[src/rtl/cam_stat_ctrl.sv]
// Frame-decimating camera statistics controller: steers accumulator, divider and average publish.
// Optional divider watchdog enabled by defining CAM_STAT_TIMEOUT_EN.
module cam_stat_ctrl #(
    parameter int unsigned FRAME_DIV   = 30,
    parameter int unsigned DIV_TIMEOUT = 64
) (
    input  logic       VGA_CLK,
    input  logic       RST,
    input  logic       V_SYNC,
    input  logic       pixel_valid,
    input  logic       div_done,
    input  logic       div_zero,
    input  logic [7:0] div_quot,
    output logic       acc_clr,
    output logic       acc_en,
    output logic       div_start,
    output logic [7:0] color,
    output logic       color_valid,
    output logic       overrun,
    output logic       div_err,
    output logic [7:0] frame_cnt
);

    localparam int unsigned CNT_W = 8;
    localparam int unsigned TMO_W = 16;

    localparam logic [1:0] ST_IDLE     = 2'd0;
    localparam logic [1:0] ST_ACCUM    = 2'd1;
    localparam logic [1:0] ST_DIV_WAIT = 2'd2;

    localparam logic [CNT_W-1:0] LAST_FRAME = CNT_W'(FRAME_DIV - 1);

    logic [1:0]       state_q, state_d;
    logic             vs_q;
    logic [CNT_W-1:0] frame_cnt_q, frame_cnt_d;
    logic [7:0]       color_q, color_d;
    logic             color_valid_q, color_valid_d;
    logic             div_start_q, div_start_d;
    logic             acc_clr_q, acc_clr_d;
    logic             overrun_q, overrun_d;
    logic             div_err_q, div_err_d;

    logic             fb;
    logic             last_frame;
    logic [CNT_W-1:0] frame_cnt_inc;
    logic             tmo_expire;

    // Frame boundary is the sampled falling edge of the active-low vertical sync.
    assign fb            = vs_q & ~V_SYNC;
    assign last_frame    = (frame_cnt_q == LAST_FRAME);
    assign frame_cnt_inc = frame_cnt_q + CNT_W'(1);

`ifdef CAM_STAT_TIMEOUT_EN
    logic [TMO_W-1:0] tmo_cnt_q, tmo_cnt_d;

    assign tmo_expire = (state_q == ST_DIV_WAIT) &&
                        (tmo_cnt_q == TMO_W'(DIV_TIMEOUT - 1));

    // Counts cycles spent waiting; restarts whenever a new divide is launched.
    always_comb begin
        tmo_cnt_d = tmo_cnt_q;
        if (state_q != ST_DIV_WAIT) begin
            tmo_cnt_d = '0;
        end else if (!tmo_expire) begin
            tmo_cnt_d = tmo_cnt_q + TMO_W'(1);
        end
        if (div_start_d) begin
            tmo_cnt_d = '0;
        end
    end

    always_ff @(posedge VGA_CLK or posedge RST) begin
        if (RST) begin
            tmo_cnt_q <= '0;
        end else begin
            tmo_cnt_q <= tmo_cnt_d;
        end
    end
`else
    logic [TMO_W-1:0] unused_div_timeout;

    assign tmo_expire         = 1'b0;
    assign unused_div_timeout = TMO_W'(DIV_TIMEOUT);
`endif

    // Next-state and registered-output decode.
    always_comb begin
        state_d       = state_q;
        frame_cnt_d   = frame_cnt_q;
        color_d       = color_q;
        color_valid_d = 1'b0;
        div_start_d   = 1'b0;
        acc_clr_d     = 1'b0;
        overrun_d     = overrun_q;
        div_err_d     = div_err_q;

        case (state_q)
            ST_IDLE: begin
                if (fb) begin
                    acc_clr_d   = 1'b1;
                    frame_cnt_d = '0;
                    state_d     = ST_ACCUM;
                end
            end

            ST_ACCUM: begin
                if (fb) begin
                    acc_clr_d = 1'b1;
                    if (last_frame) begin
                        div_start_d = 1'b1;
                        frame_cnt_d = '0;
                        state_d     = ST_DIV_WAIT;
                    end else begin
                        frame_cnt_d = frame_cnt_inc;
                    end
                end
            end

            ST_DIV_WAIT: begin
                if (div_done) begin
                    state_d = ST_ACCUM;
                    if (div_zero) begin
                        div_err_d = 1'b1;
                    end else begin
                        color_d       = div_quot;
                        color_valid_d = 1'b1;
                    end
                end else if (tmo_expire) begin
                    div_err_d = 1'b1;
                    state_d   = ST_ACCUM;
                end

                // A boundary while busy relaunches only if the divider answers this cycle.
                if (fb) begin
                    acc_clr_d = 1'b1;
                    if (last_frame) begin
                        frame_cnt_d = '0;
                        if (div_done) begin
                            div_start_d = 1'b1;
                            state_d     = ST_DIV_WAIT;
                        end else begin
                            overrun_d = 1'b1;
                        end
                    end else begin
                        frame_cnt_d = frame_cnt_inc;
                    end
                end
            end

            default: begin
                state_d = ST_IDLE;
            end
        endcase
    end

    always_ff @(posedge VGA_CLK or posedge RST) begin
        if (RST) begin
            state_q       <= ST_IDLE;
            vs_q          <= 1'b1;
            frame_cnt_q   <= '0;
            color_q       <= '0;
            color_valid_q <= 1'b0;
            div_start_q   <= 1'b0;
            acc_clr_q     <= 1'b0;
            overrun_q     <= 1'b0;
            div_err_q     <= 1'b0;
        end else begin
            state_q       <= state_d;
            vs_q          <= V_SYNC;
            frame_cnt_q   <= frame_cnt_d;
            color_q       <= color_d;
            color_valid_q <= color_valid_d;
            div_start_q   <= div_start_d;
            acc_clr_q     <= acc_clr_d;
            overrun_q     <= overrun_d;
            div_err_q     <= div_err_d;
        end
    end

    // Accumulate only during active video once a frame boundary has been seen.
    assign acc_en      = pixel_valid & V_SYNC & (state_q != ST_IDLE);

    assign acc_clr     = acc_clr_q;
    assign div_start   = div_start_q;
    assign color       = color_q;
    assign color_valid = color_valid_q;
    assign overrun     = overrun_q;
    assign div_err     = div_err_q;
    assign frame_cnt   = frame_cnt_q;

endmodule

[config.mk]
export PLATFORM = sky130hd
export DESIGN_NAME = cam_stat_ctrl
export DESIGN_NICKNAME = d
export VERILOG_FILES = /design/src/rtl/cam_stat_ctrl.sv
export SDC_FILE = /design/constraint.sdc
export NUM_CORES = 1
export LEC_CHECK = 0
export ABC_AREA = 1
export CAP_MARGIN = 20
export CELL_PAD_IN_SITES_DETAIL_PLACEMENT = 1
export CELL_PAD_IN_SITES_GLOBAL_PLACEMENT = 1
export CORE_UTILIZATION = 38
export CTS_BUF_LIST = sky130_fd_sc_hd__clkbuf_4
export CTS_CLUSTER_DIAMETER = 30
export DETAILED_ROUTE_END_ITERATION = 10
export GPL_TIMING_DRIVEN = 1
export PLACE_DENSITY = 0.95
export REMOVE_ABC_BUFFERS = 1
export SYNTH_ARGS = -nofsm -noshare
export SYNTH_HDL_FRONTEND = slang
export SYNTH_SLANG_ARGS = --single-unit
[constraint.sdc]
create_clock -name VGA_CLK -period 2.3 [get_ports VGA_CLK]
set_input_delay 0.46 -clock VGA_CLK [delete_from_list [all_inputs] [get_ports VGA_CLK]]
set_output_delay 0.46 -clock VGA_CLK [all_outputs]
set_load 0.05 [all_outputs]
==> results.toml <==
[placed_design]
gp_congestion = 0.799
dp_worst_setup_slack_ns = 0.234
port_buffers = 35
dp_hpwl_um = 2290

[setup_path]
reg2reg_depth = 6
crit_buf_inv = 1
worstPathRequired_ns = 1.84
cp_cell_sequence = "clkdlybuf4s50_1"
cp-end-kind = "output pin"
crit_arrival_ns = 1.61
cp_max_fo = 5
cp_slowest_cell = "clkdlybuf4s50_1"
r2r_setup_slack_ns = 0.26
reg2reg_from = "state_q[0]"
cp-start-kind = "flop"
cp_top_family = "buffers and inverters"
reg2reg_to = "frame_cnt[3]"
path_class = "reg2out"
critical-path-max-stage-delay_ns = 0.84

[power_and_ir_drop]
p_int_mw = 1.06
p_per_area_mw_per_mm2 = 1270
power_mw = 2.16
switchingPower_mw = 1.10
leakagePower_nw = 0.824
max-vdd-ir-drop_mv = 0.840
pwr-share-comb = 0.580
seq_power_share = 0.327
clkPwrFrac = 0.093
p_sw_frac = 0.510

[routing]
wl_per_cell_um = 12.2
num_vias = 1092
drcViolationCount = 0
wl_um = 2830
first_iter_violations = 18
first_pass_iters = 2
ant_nets = 0
vias_per_cell = 4.71

[timing]
worst_slack_ns = 0.234
finalCritPeriodShare = 0.898
drv_slew = 0
skew_ns = 0.000910
slew_headroom = 0.654
min_period_ns = 2.07
tightest_slew_ns = 0.518
clock.fmax_mhz = 484
finalSetupViolCount = 0
rsz0062_at_grt = "no"
setup-tns-final_ns = 0
hold_viol_final = 0

[logic_synthesis]
ys_top_cells_by_count = "nand2_1 (48), dfrtp_1 (23), nor2_1 (16)"
synthArstFlopShare = 1.00
yosysMostFrequentCell = "nand2_1"
syn_area_mm2 = 0.00126
syn_area_per_cell_um2 = 8.43
ys_ff_latch = 24
synth_top_area_share = 0.458
yosys_warnings = 0
synth_cell_type_count = 24
synth-edff-count = 0
yosysSeqAreaShare = 0.479
ys.flop_type = "dfrtp_1"
syn-instance-count = 149
yosysTopAreaCell = "dfrtp_1"
synthTopCellsByArea = "dfrtp_1 (46%), nand2_1 (14%), ha_1 (7.0%)"

[final_layout]
drive_gt1_frac = 0.122
synthToLayoutAreaGrowth_pct = 35.2
nNetsFinal = 210
n_antenna_cell = 0
num-fill-cells = 408

[global_routing]
busiest_layer = "met2"
use_met2 = 0.332
grt_pass1_wl_um = 4870
grt_usage = 0.189
antenna_found_initial = 0
grt_pass1_vias = 1099
grt_use_met3 = 0.0415
overflow = 0
grt_use_met1 = 0.217
grt_max_degree = 25

[clock_tree]
cts_resized = 0
cts_made_buffers = 3
htreeDepth = 1
clkSlewWorstSetupHoldPaths_ns = 0.13
hold_buffers = 0
post_cts_buffers = 0
numClockSinks = 24
cts_buffer_depth = 2
insertion_delay_ns = 0.30
root_buffer = "clkbuf_4"
cts_tree = "done"

[worst_hold_path]
min_path_type = "in2async"

[run_status]
status = "finished, final reports clean"

[floorplan]
num_rows = 20
dieArea_mm2 = 0.00354
start_util = 0.405
ios = 36
fp.dieW_um = 59.5
die_height_um = 59.5
coreArea_mm2 = 0.00310

[job]
max-cap-violations = 0
## kinds of logic (layout without fill, tap and decap cells)
family,count (synthesis),after routing,share of synthesized area
adder cells (fa/ha/maj),7,7,0.0697
flip-flops,24,24,0.479
buffers and inverters,20,59,0.0657
XOR/XNOR,3,3,0.0209
AO/OA/AOI/OAI,14,14,0.0737
AND/OR/NAND/NOR,81,81,0.291
## power groups by stage
stage               Clock (mW)  Combinational (mW)  Sequential (mW)
floorplan                    0               0.424             1.12
global route             0.226                1.34            0.730
finish                   0.200                1.25            0.706
detailed placement           0                1.26            0.715
global placement             0                1.22            0.702
CTS                      0.209                1.27            0.711
## placed cells by master, fill, tap and decap left out
cell,synthesis,final
a21oi_2,1,1
nor2_4,1,1
nor2_1,16,16
buf_12,0,1
ha_1,7,7
nand3_1,7,7
xor2_1,3,3
nand4_1,2,2
o21bai_1,2,2
clkdlybuf4s50_1,0,34
a21boi_2,1,1
dfstp_2,1,1
o21ai_0,4,4
nand2_1,48,48
nand2_4,1,1
o21ai_2,1,1
nor2_2,1,1
dfrtp_1,23,23
a21oi_1,4,4
nand2_2,2,2
nand3_2,2,2
nor3_4,1,1
inv_2,4,4
clkbuf_4,0,4
buf_4,0,1
a31o_2,1,1
inv_1,15,15
## state kept, by name, summed over array words and instances, names as in the netlist
signal / cells
frame_cnt: 8
overrun: 1
acc_clr: 1
div_err: 1
state_q: 2
vs_q: 1
div_start: 1
color: 8
color_valid: 1
## layer usage
| layer | part of all wire | vias up |
|---|---|---|
| met2 | 0.49 | 32 |
| met5 | 0 | - |
| met1 | 0.42 | 518 |
| li1 | - | 536 |
| met3 | 0.065 | 6 |
| met4 | 0.022 | 0 |
## worst min-delay path, stage by stage
cell and delay (ns):
clkdlybuf4s50_1 0.39, inv_1 0.05, buf_4 0.29
## per-stage QoR
step                hold WS (ns)  cells   util  cell area, um2
finish                     0.479    232  0.547            1700
floorplan                  0.464    148      -            1240
global route               0.525    232  0.547            1700
detailed placement         0.463    228  0.538            1670
global placement           0.456    228  0.538            1670
CTS                        0.484    232  0.547            1700
## final cells by class
| cell class | instances | area (um2) | share of cell area |
|---|---|---|---|
| multi-input cells | 105 | 572 | 0.337 |
| inverters | 19 | 71.3 | 0.0420 |
| clock buffers | 4 | 30.0 | 0.0177 |
| well taps | 44 | 55.1 | 0.0324 |
| flip-flops and latches | 24 | 602 | 0.354 |
| repair buffers | 36 | 368 | 0.217 |
## worst max path at each step
stage,startpoint,end,cells past startpoint
floorplan,state_q[0],acc_en,3
global placement,V_SYNC,frame_cnt[3],6
detailed placement,V_SYNC,frame_cnt[3],6
CTS,frame_cnt[5],frame_cnt[5],1
global route,state_q[0],frame_cnt[2],6
finish,frame_cnt[5],frame_cnt[5],1
No activity file was read; power rests on OpenSTA's default activity.
